## src/rtl/tdm_demux_1x4.sv

```systemverilog
// tdm_demux_1x4: receive side of the 4-slot TDM link. Words arrive one slot at
// a time, slot 0 flagged by in_sof. Slots 0..2 are held in shadow registers
// and all four channels are published together when slot 3 arrives, so a
// consumer never sees a mix of two frames.
//
// state  | meaning
// S_HUNT | not aligned; waiting for a word with in_sof to start a frame
// S_RUN  | aligned; r_slot holds the slot index expected next
module tdm_demux_1x4 #(
   parameter int WIDTH = 8
) (
   input  logic             clk,
   input  logic             rst_n,
   input  logic [WIDTH-1:0] in_data,
   input  logic             in_valid,
   input  logic             in_sof,
   output logic [WIDTH-1:0] ch0,
   output logic [WIDTH-1:0] ch1,
   output logic [WIDTH-1:0] ch2,
   output logic [WIDTH-1:0] ch3,
   output logic             frame_valid,
   output logic             sync_err,
   output logic             locked
);

   typedef enum logic {
      S_HUNT = 1'b0,
      S_RUN  = 1'b1
   } state_t;

   state_t           r_state;
   logic [1:0]       r_slot;
   logic [WIDTH-1:0] r_shadow0;
   logic [WIDTH-1:0] r_shadow1;
   logic [WIDTH-1:0] r_shadow2;
   logic [WIDTH-1:0] r_ch0;
   logic [WIDTH-1:0] r_ch1;
   logic [WIDTH-1:0] r_ch2;
   logic [WIDTH-1:0] r_ch3;
   logic             r_frame_valid;
   logic             r_sync_err;

   state_t           w_state_nxt;
   logic [1:0]       w_slot_nxt;
   logic             w_sh_we;
   logic [1:0]       w_sh_idx;
   logic             w_frame_done;
   logic             w_err;

   // State register and slot counter
   always_ff @(posedge clk or negedge rst_n) begin
      if (!rst_n) begin
         r_state <= S_HUNT;
         r_slot  <= 2'd0;
      end else begin
         r_state <= w_state_nxt;
         r_slot  <= w_slot_nxt;
      end
   end

   // Next-state, slot advance and datapath strobes
   always_comb begin
      w_state_nxt  = r_state;
      w_slot_nxt   = r_slot;
      w_sh_we      = 1'b0;
      w_sh_idx     = r_slot;
      w_frame_done = 1'b0;
      w_err        = 1'b0;
      case (r_state)
         S_HUNT: begin
            w_slot_nxt = 2'd0;
            if (in_valid && in_sof) begin
               w_sh_we     = 1'b1;
               w_sh_idx    = 2'd0;
               w_slot_nxt  = 2'd1;
               w_state_nxt = S_RUN;
            end
         end
         S_RUN: begin
            if (in_valid) begin
               if (in_sof) begin
                  // sof at slot 0 is the normal case; anywhere else the
                  // partial frame is dropped and we realign on this word
                  w_err      = (r_slot != 2'd0);
                  w_sh_we    = 1'b1;
                  w_sh_idx   = 2'd0;
                  w_slot_nxt = 2'd1;
               end else if (r_slot == 2'd0) begin
                  w_err       = 1'b1;
                  w_slot_nxt  = 2'd0;
                  w_state_nxt = S_HUNT;
               end else if (r_slot == 2'd3) begin
                  w_frame_done = 1'b1;
                  w_slot_nxt   = 2'd0;
               end else begin
                  w_sh_we    = 1'b1;
                  w_slot_nxt = r_slot + 2'd1;
               end
            end
         end
         default: begin
            w_state_nxt = S_HUNT;
            w_slot_nxt  = 2'd0;
         end
      endcase
   end

   // Shadow capture of slots 0..2 while a frame is being assembled
   always_ff @(posedge clk or negedge rst_n) begin
      if (!rst_n) begin
         r_shadow0 <= '0;
         r_shadow1 <= '0;
         r_shadow2 <= '0;
      end else if (w_sh_we) begin
         case (w_sh_idx)
            2'd0:    r_shadow0 <= in_data;
            2'd1:    r_shadow1 <= in_data;
            2'd2:    r_shadow2 <= in_data;
            default: ;
         endcase
      end
   end

   // Channel outputs publish a whole frame at once; status pulses last one cycle
   always_ff @(posedge clk or negedge rst_n) begin
      if (!rst_n) begin
         r_ch0         <= '0;
         r_ch1         <= '0;
         r_ch2         <= '0;
         r_ch3         <= '0;
         r_frame_valid <= 1'b0;
         r_sync_err    <= 1'b0;
      end else begin
         r_frame_valid <= w_frame_done;
         r_sync_err    <= w_err;
         if (w_frame_done) begin
            r_ch0 <= r_shadow0;
            r_ch1 <= r_shadow1;
            r_ch2 <= r_shadow2;
            r_ch3 <= in_data;
         end
      end
   end

   assign ch0         = r_ch0;
   assign ch1         = r_ch1;
   assign ch2         = r_ch2;
   assign ch3         = r_ch3;
   assign frame_valid = r_frame_valid;
   assign sync_err    = r_sync_err;
   assign locked      = (r_state == S_RUN);

endmodule
```

## config.mk

```make
export PLATFORM = sky130hd
export DESIGN_NAME = tdm_demux_1x4
export DESIGN_NICKNAME = d
export VERILOG_FILES = /design/src/rtl/tdm_demux_1x4.sv
export SDC_FILE = /design/constraint.sdc
export NUM_CORES = 1
export LEC_CHECK = 0
export ABC_AREA = 1
export ABC_CLOCK_PERIOD_IN_PS = 1600
export CAP_MARGIN = 10
export CORE_MARGIN = 1.5
export CORE_UTILIZATION = 50
export CTS_CLUSTER_DIAMETER = 50
export DETAILED_ROUTE_END_ITERATION = 16
export PLACE_DENSITY = 0.84
export REMOVE_ABC_BUFFERS = 1
export SETUP_SLACK_MARGIN = 0.4
export SLEW_MARGIN = 30
export SYNTH_ARGS = -nofsm -noshare
export SYNTH_HDL_FRONTEND = slang
export SYNTH_SLANG_ARGS = --single-unit
```

## constraint.sdc

```tcl
create_clock -name clk -period 1.6 [get_ports clk]
set_input_delay 0.24 -clock clk [delete_from_list [all_inputs] [get_ports clk]]
set_output_delay 0.24 -clock clk [all_outputs]
set_load 0.02 [all_outputs]
```

=== After elaboration in Yosys (flattened, before gate mapping) ===
Cells that the tools add are included.

* Input bits: 12
* Word-level logic and storage cells: 53
* Output and inout bits: 35
* Register bits after elaboration: 61

* Add/sub/neg operators: 1
* Reduce and logical (&&, ||, !) cells: 7
* Mux-type cells: 29
* Bitwise gates (word level): 1
* Equality and inequality tests: 4

{| class="wikitable"
|+ Operators by type and width
! cell !! number
|-
| $mux W1 || 18
|-
| $mux W2 || 7
|-
| $pmux W2 S2 || 2
|-
| $reduce_and A2 Y1 || 3
|-
| $eq A2 B2 Y1 const B || 2
|-
| $logic_not A2 Y1 || 2
|-
| $pmux W1 S2 || 2
|-
| $add A2 B1 Y2 const B || 1
|-
| $eq A2 B1 Y1 const B || 1
|-
| $ne A2 B2 Y1 const B || 1
|-
| $reduce_bool A2 Y1 || 1
|-
| $logic_and A1 B1 Y1 || 1
|-
| $not A1 Y1 || 1
|}

=== Depth between registers and ports, before layout ===
* Word-level depth: 7
* Depth in mapped cells: 7
* Depth with buffers taken out: 7

=== Worst setup path after synthesis ===
Ideal clock, no wire load.

* Kind: reg-to-reg
* From: register r_slot[0]
* To: register r_shadow0[0]
* Setup time: 117 ps
* Data arrival time: 1315 ps
* Period minus slack after synthesis: 1432 ps
* Required time: 1483 ps
* Path slack: 168 ps
* Cell stages (with the launch flop): 8
* Path through: dfrtp_1 > inv_1 > ha_1 > nand3_1 > nand2_1 > nand2_2 > nand2_1 > nand2_1

* Cells in the longest elaborated chain, start to end: 7
* Elaborated cells between the ends (all ways): 13

{| class="wikitable"
|+ RTL lines
! what !! line !! source
|-
| start, declared || 32 || <nowiki>logic [1:0] r_slot;</nowiki>
|-
| start signal, assigned || 57 || <nowiki>r_slot <= w_slot_nxt;</nowiki>
|-
| $eq A2 B2 Y1 || 92 || <nowiki>end else if (r_slot == 2'd3) begin</nowiki>
|-
| $mux W1 || 92 ||
|-
| $mux W1 || 88 || <nowiki>end else if (r_slot == 2'd0) begin</nowiki>
|-
| $mux W1 || 81 || <nowiki>if (in_sof) begin</nowiki>
|-
| $mux W1 || 80 || <nowiki>if (in_valid) begin</nowiki>
|-
| $pmux W1 S2 || 69 || <nowiki>case (r_state)</nowiki>
|-
| $reduce_and A2 Y1 (no line) (*) || - ||
|-
| end signal, assigned || 116 || <nowiki>2'd0: r_shadow0 <= in_data;</nowiki>
|-
| end, declared || 33 || <nowiki>logic [WIDTH-1:0] r_shadow0;</nowiki>
|}

Mark *: on every way between the ends. The rest lies on a longest branch, timed or not.
A chain may end at the register's enable or synchronous reset.

=== Worst setup path in the final report ===
* From: register r_slot[0]
* To: register r_shadow1[3]

* Cells in the longest elaborated chain, start to end: 7
* Elaborated cells between the ends (all ways): 13

{| class="wikitable"
|+ RTL lines
! what !! line !! source
|-
| $eq A2 B2 Y1 || 92 ||
|-
| $mux W1 || 92 ||
|-
| $mux W1 || 88 ||
|-
| $mux W1 || 81 ||
|-
| $mux W1 || 80 ||
|-
| $pmux W1 S2 || 69 ||
|-
| $reduce_and A2 Y1 (no line) (*) || - ||
|-
| end signal, assigned || 117 || <nowiki>2'd1: r_shadow1 <= in_data;</nowiki>
|-
| end, declared || 34 || <nowiki>logic [WIDTH-1:0] r_shadow1;</nowiki>
|}

Marks and branches as above.

==> results_dict.tcl <==
set metrics [dict create \
    run_status "complete, no violations" \
    detail_route.iter0.violations 124 \
    netlist_top_cells_count "nand2_1 (148), dfrtp_1 (61), nand4_1 (16)" \
    synth-seq-area-share_pct 61.1 \
    timing.final.ws_setup_ns 0.250 \
    cp.depth 7 \
    cts-root-buf "clkbuf_8" \
    period_needed_ns 1.35 \
    worstHoldPathCells 2 \
    finalWirelength_um 5640 \
    worst_ep_arrival_time_ns 1.58 \
    crit_slowest_cell "dfrtp_1" \
    htree_num_levels 3 \
    initial_antenna_violation_count 0 \
    min-delay-path-class "input port to register" \
    critical_path_peak_fanout 8 \
    timing_max_transition_violations_final 0 \
    post-place-cells 385 \
    tightest_slew_ns 0.319 \
    grt_max_degree 62 \
    portbufs 46 \
    design.core.area_mm2 0.00475 \
    critPathRequiredTime_ns 1.83 \
    power.density_mw_per_mm2 1460 \
    globalRouteOverflowTotal 0 \
    hpwl_um 3480 \
    place.gp.congestion 0.890 \
    synth_adder_area_share_pct 2.00 \
    worst_setup_hold_path_clk_slew_ns 0.07 \
    post_synth_mux_area_share_pct 0 \
    timing.critical_path.slowest_cell_delay_ns 0.37 \
    ys_async_sr_fraction_pct 100 \
    leakage_nw 1.86 \
    rsz0062_at_grt "true" \
    pin_count 47 \
    synth_top_area_share_pct 61.1 \
    fmaxAchievable_mhz 741 \
    synth.most_common_cell "nand2_1" \
    cts_buffer_depth 2 \
    postSynthAreaPerCell_um2 9.33 \
    synth_compound_area_share_pct 1.30 \
    first_pass_grt_wire_length_um 9140 \
    floorplan.initialDensity_pct 52.6 \
    timing.setup.critical_path_class "register to register" \
    fp.dieH_um 73.7 \
    yosys-top-cells-area "dfrtp_1 (61%), nand2_1 (22%), nand4_1 (4.0%), ha_1 (2.0%), nand3_1 (1.8%)" \
    synth-warning-count 0 \
    syn-cell-area_mm2 0.00250 \
    final_layout_size_suffix_gt1_share_pct 27.3 \
    clkLatencyLatePin_ns 0.34 \
    fp.dieArea_mm2 0.00543 \
    finalCritPeriodShare_pct 84.4 \
    fillCellCount 368 \
    timing.final.hold_violations 0 \
    die_extent_in_x_um 73.7 \
    vdd.ir_drop.worst_v 0.000753 \
    detailedRoute.firstPassIterationCount 4 \
    synth_area_leader "dfrtp_1" \
    count_of_buffering_cells_on_the_critical_path_with_inverters_included 2 \
    simple_gate_portion_of_the_synthesized_area_pct 31.8 \
    remaining_drc_errors 0 \
    grtUsageTotal_pct 22.9 \
    clock_skew_ns 0.00956 \
    worstSetupEndpointType "register" \
    critPathTopFamily "simple AND/OR/NAND/NOR gates" \
    postSynthRegisterBits 61 \
    timing.max_cap.violations 0 \
    r2r_cells 7 \
    post_synth_inst_count 268 \
    synth-main-ff-cell "dfrtp_1" \
    report.final.setup_viol 0 \
    vias_per_cell 5.11 \
    timing.max_slew.rel_slack_pct 78.7 \
    clkSinkCount 61 \
    cp_cell_sequence "inv_2 -> ha_4 -> inv_4 -> nor2_8 -> nand3_4 -> nand2_2 -> nand2_1" \
    tritoncts "yes" \
    grt_pass1_vias 1988 \
    cts_buffers 9 \
    nets 352 \
    synth-edff-count 0 \
    dp_worst_setup_slack_ns -0.00640 \
    core.rowCount 25 \
    avgRoutedWirePerCell_um 13.8 \
    final-instance-count-excl-fill 408 \
    ant_nets 0 \
    dr_total_vias 2086 \
    synthDistinctLibCells 21 \
    synth_top_family_by_area "simple AND/OR/NAND/NOR gates" \
    synth_xor_xnor_area_share_pct 0 \
    insertedDiodeCount 0 \
    crit_path_start_kind "register" \
    flow.area_growth_from_synthesis_pct 31.7 \
]
## kinds of logic (layout without fill, tap and decap cells)
| logic type | after synthesis | count (layout) |
|---|---|---|
| simple gates | 182 | 182 |
| fa+ha+maj | 4 | 4 |
| buf+inv | 16 | 89 |
| flops | 61 | 61 |
| compound gates | 5 | 5 |
## flip-flops by register name, indices dropped and copies added (netlist names)
name and flops:
r_shadow1 8, r_shadow2 8, ch0 8, r_slot 2
locked 1, ch3 8, frame_valid 1, ch2 8
r_shadow0 8, ch1 8, sync_err 1
## area by class of cell
type | instances | area [µm²] | area share, %
Tap cell | 67 | 83.8 | 2.55
Multi-Input combinational cell | 191 | 945 | 28.7
Timing Repair Buffer | 66 | 508 | 15.4
Clock buffer | 12 | 145 | 4.41
Sequential cell | 61 | 1530 | 46.4
Inverter | 7 | 36.3 | 1.10
Clock inverter | 4 | 47.5 | 1.44
## final timing paths
check / from / end / slack, ns
setup / recovery: r_slot[0]$_DFFE_PN0P_ / r_shadow1[3]$_DFFE_PN0P_ / 0.25
setup reg to reg: r_slot[0]$_DFFE_PN0P_ / r_shadow1[3]$_DFFE_PN0P_ / 0.25
max in group asynchronous: rst_n / ch2[4]$_DFFE_PN0P_ / 0.89
hold / removal: in_sof / r_slot[1]$_DFFE_PN0P_ / 0.22
min in group asynchronous: rst_n / ch1[7]$_DFFE_PN0P_ / 0.46
hold reg to reg: r_shadow0[1]$_DFFE_PN0P_ / r_shadow0[1]$_DFFE_PN0P_ / 0.47
## metal layers
layer  part of all wire [%]  GRT usage (%)
met3                    5.0           5.62
met2                     48           36.4
met5                      0              0
met1                     45           29.2
met4                    1.7           11.3
## layout by cell type (no fill, tap or decap), drive strengths merged
cell type,n
nand2,150
clkinvlp,1
inv,7
a21oi,2
nand3,12
nand4,16
ha,4
o21ai,1
o22ai,1
nor2,4
dlymetal6s2s,1
bufinv,1
dlygate4sd2,1
dfrtp,61
buf,55
dlygate4sd3,1
clkbuf,12
clkinv,2
o211ai,1
clkdlybuf4s50,8
## repair_timing
action	4_1_cts	5_1_grt
setup buffers	4	1
cloned	1	0
pin swaps	6	4
hold buffers	1	0
hold endpoints to repair	61	0
setup endpoints to repair	92	59
gates resized for setup	158	10
## power by group
part / total, W / internal, W / switching (W)
clock: 0.00135 / 0.000757 / 0.000589
sequential: 0.00220 / 0.00196 / 0.000241
combinational: 0.00127 / 0.000479 / 0.000790
## per-stage QoR
stage	util (%)	power, W	hold WS [ns]	cell area [µm²]	setup TNS [ns]
finish	69.2	0.00481	0.218	3290	0
global route	69.2	0.00508	0.228	3290	0
CTS	68.7	0.00480	0.401	3270	0
detailed placement	65.3	0.00356	0.272	3110	-0.00640
global placement	65.3	0.00351	0.267	3110	0
floorplan	-	0.00289	-0.0556	2430	0
Power figures use the tool's default switching activity.
==> RTL edit: new RTL, config.mk and constraints unchanged <==
`WIDTH`: 8 -> 10.
--- a/src/rtl/tdm_demux_1x4.sv
+++ b/src/rtl/tdm_demux_1x4.sv
@@ -7,7 +7,7 @@
 // S_HUNT | not aligned; waiting for a word with in_sof to start a frame
 // S_RUN  | aligned; r_slot holds the slot index expected next
 module tdm_demux_1x4 #(
-   parameter int WIDTH = 8
+   parameter int WIDTH = 10
 ) (
    input  logic             clk,
    input  logic             rst_n,
Interface: changed (5 resized); port bits go from 47 to 57. No check against the original RTL was run, so the function may have changed too.
==> RTL edit against the unedited design <==
- global-route usage up 5.1 points
- wire length up 67%
- sequential cell count up 14
- total power up 29%
- count of clock-buffer cells in the layout down 2
- worst hold slack better by 0.021 ns
- final area up 28%
- sequential power up 25%
- synthesized cell count up 24%
- non-clock buffer count up 24
- area after synthesis up 21%
- cell count up 22%
- worst setup slack worse by 0.13 ns
- critical path type unchanged
- critical endpoint is now r_shadow0[5]
- highest routed layer unchanged
==> RTL edit: results (changes against the unedited design) <==
[status]
outcome=finished clean

[global_routing]
grt_pass1_vias=2673  ; +34%
grt_pass1_wl_um=13300  ; +46%
grt_util_all_layers=0.280  ; +0.0511
grt_max_degree=37  ; -40%
antenna_found_initial=0  ; unchanged

[cells_and_area]
drive_gt1_frac=0.311  ; +0.0386
fillers=399  ; +8.4%
finalNetCount=437  ; +24%
diodes=0  ; unchanged
final_util=0.718  ; +0.0257

[drt]
first_iter_violations=390  ; +210%
wl_um=9400  ; +67%
firstDrtPassIters=8  ; +4
viasPerCell=5.76  ; +13%
wl_per_cell_um=18.8  ; +36%

[cts]
clk_latency_ns=0.36  ; +0.02 ns
clkTransAtPathRegs_ns=0.08
numCtsBuffers=9  ; unchanged
cts_root_buf=clkbuf_8
cts-htree-levels=3  ; unchanged
clk_path_buf_depth=2  ; unchanged

[synthesis]
netlist_top_cells_area=dfrtp_1 (62%), nand2_1 (23%), nand4_1 (4.1%)
yosys_warnings=0  ; unchanged
syn_inst=331  ; +24%
ys.flop_type=dfrtp_1
synth_cell_types=19  ; -9.5%
seq_area_frac_synth=0.622  ; +0.0115
async_flop_share=1.00  ; unchanged
synth.top_cell.area_share=0.622  ; +0.0115
synth_top_cells_by_count=nand2_1 (186), dfrtp_1 (75), nand4_1 (20)

[timing]
slew-limit-headroom=0.762  ; -0.0249
fin_skew_ns=0.00954  ; -0.0000216 ns

[placed_design]
placed_cell_area_mm2=0.00371  ; +19%
placedCellCount=459  ; +19%
dp_hpwl_um=4470  ; +28%
dp_slack_ns=-0.0920  ; -0.0856 ns
io_buffers=56  ; +22%
place_congestion=0.810  ; -8.9%

[setup_path]
cp_max_fo=5  ; -3
arrival_ns=1.77  ; +0.19 ns

[hold_path]
hold_class=in2reg

[power]
ir_drop_mv=0.930  ; +24%
p_leak_nw=2.34  ; +26%
switching_share=0.354  ; +0.0181

[run]
cap_violations=0  ; unchanged

## RTL edit: changes by cell type after synthesis, sizes merged
cell	unedited run	this run
nand3	12	14
nand2	150	186
buf	9	14
dfrtp	61	75
nand4	16	20
clkbuf	0	2
## RTL edit: repair_timing
action / in CTS / in global routing
hold buffers: 1 / 0
buffers inserted: 10 / 4
hold endpoints to repair: 25 / 0
pin swaps: 10 / 12
resized for setup: 201 / 27
setup endpoints to repair: 114 / 74
cloned: 5 / 4
## RTL edit: final timing paths
check	depth (start not counted)	start	end	slack (ns)
setup / recovery	8	r_slot[1]	r_shadow0[5]	0.12
hold / removal	2	in_sof	r_slot[1]	0.24
setup reg to reg	8	r_slot[1]	r_shadow0[5]	0.12
hold reg to reg	2	ch2[1]	ch2[1]	0.48
max in group asynchronous	3	rst_n	r_shadow0[5]	0.74
min in group asynchronous	2	rst_n	r_shadow0[9]	0.33
## RTL edit: power groups by stage
| stage | clock, mW | combinational [mW] | sequential (mW) |
|---|---|---|---|
| CTS | 1.65 | 1.59 | 2.71 |
| floorplan | 0 | 0.533 | 2.96 |
| detailed placement | 0 | 1.59 | 2.74 |
| finish | 1.67 | 1.81 | 2.74 |
| global route | 1.76 | 1.95 | 2.78 |
| global placement | 0 | 1.52 | 2.72 |
## RTL edit: routing by layer
metal	GRT usage	wire [um]
met1	0.362	3610
met5	0	0
met2	0.453	4480
met4	0.122	384
met3	0.0625	920
## RTL edit: logic make-up (layout without fill, tap and decap cells)
kind of cell / after synthesis / in the layout / synth area share
flip-flops: 75 / 75 / 0.622
adder cells (fa/ha/maj): 4 / 4 / 0.0166
buffers and inverters: 23 / 113 / 0.0448
AO/OA/AOI/OAI: 5 / 5 / 0.00954
AND/OR/NAND/NOR: 224 / 227 / 0.307
## RTL edit: final cells by class
cell class / instances / area share
clock inverter: 6 / 0.0210
clock buffer: 10 / 0.0326
inverter: 7 / 0.00799
tap: 75 / 0.0222
timing repair buffer: 90 / 0.187
multi-input combinational: 236 / 0.285
sequential: 75 / 0.444
## RTL edit: through the flow
stage                     hold slack, ns  power (mW)
final                              0.239        6.22
after global routing               0.250        6.50
after CTS                          0.345        5.96
after detailed placement           0.175        4.33
after global placement             0.169        4.24
after floorplan                  -0.0556        3.50
## RTL edit: worst max-delay path, stage by stage, from the launching register on
cell and delay [ns]:
dfrtp_1 0.38, inv_2 0.07, ha_4 0.27, buf_4 0.11
nand3_4 0.08, nand2_4 0.15, buf_6 0.16, nand3_1 0.11
nand2_1 0.09
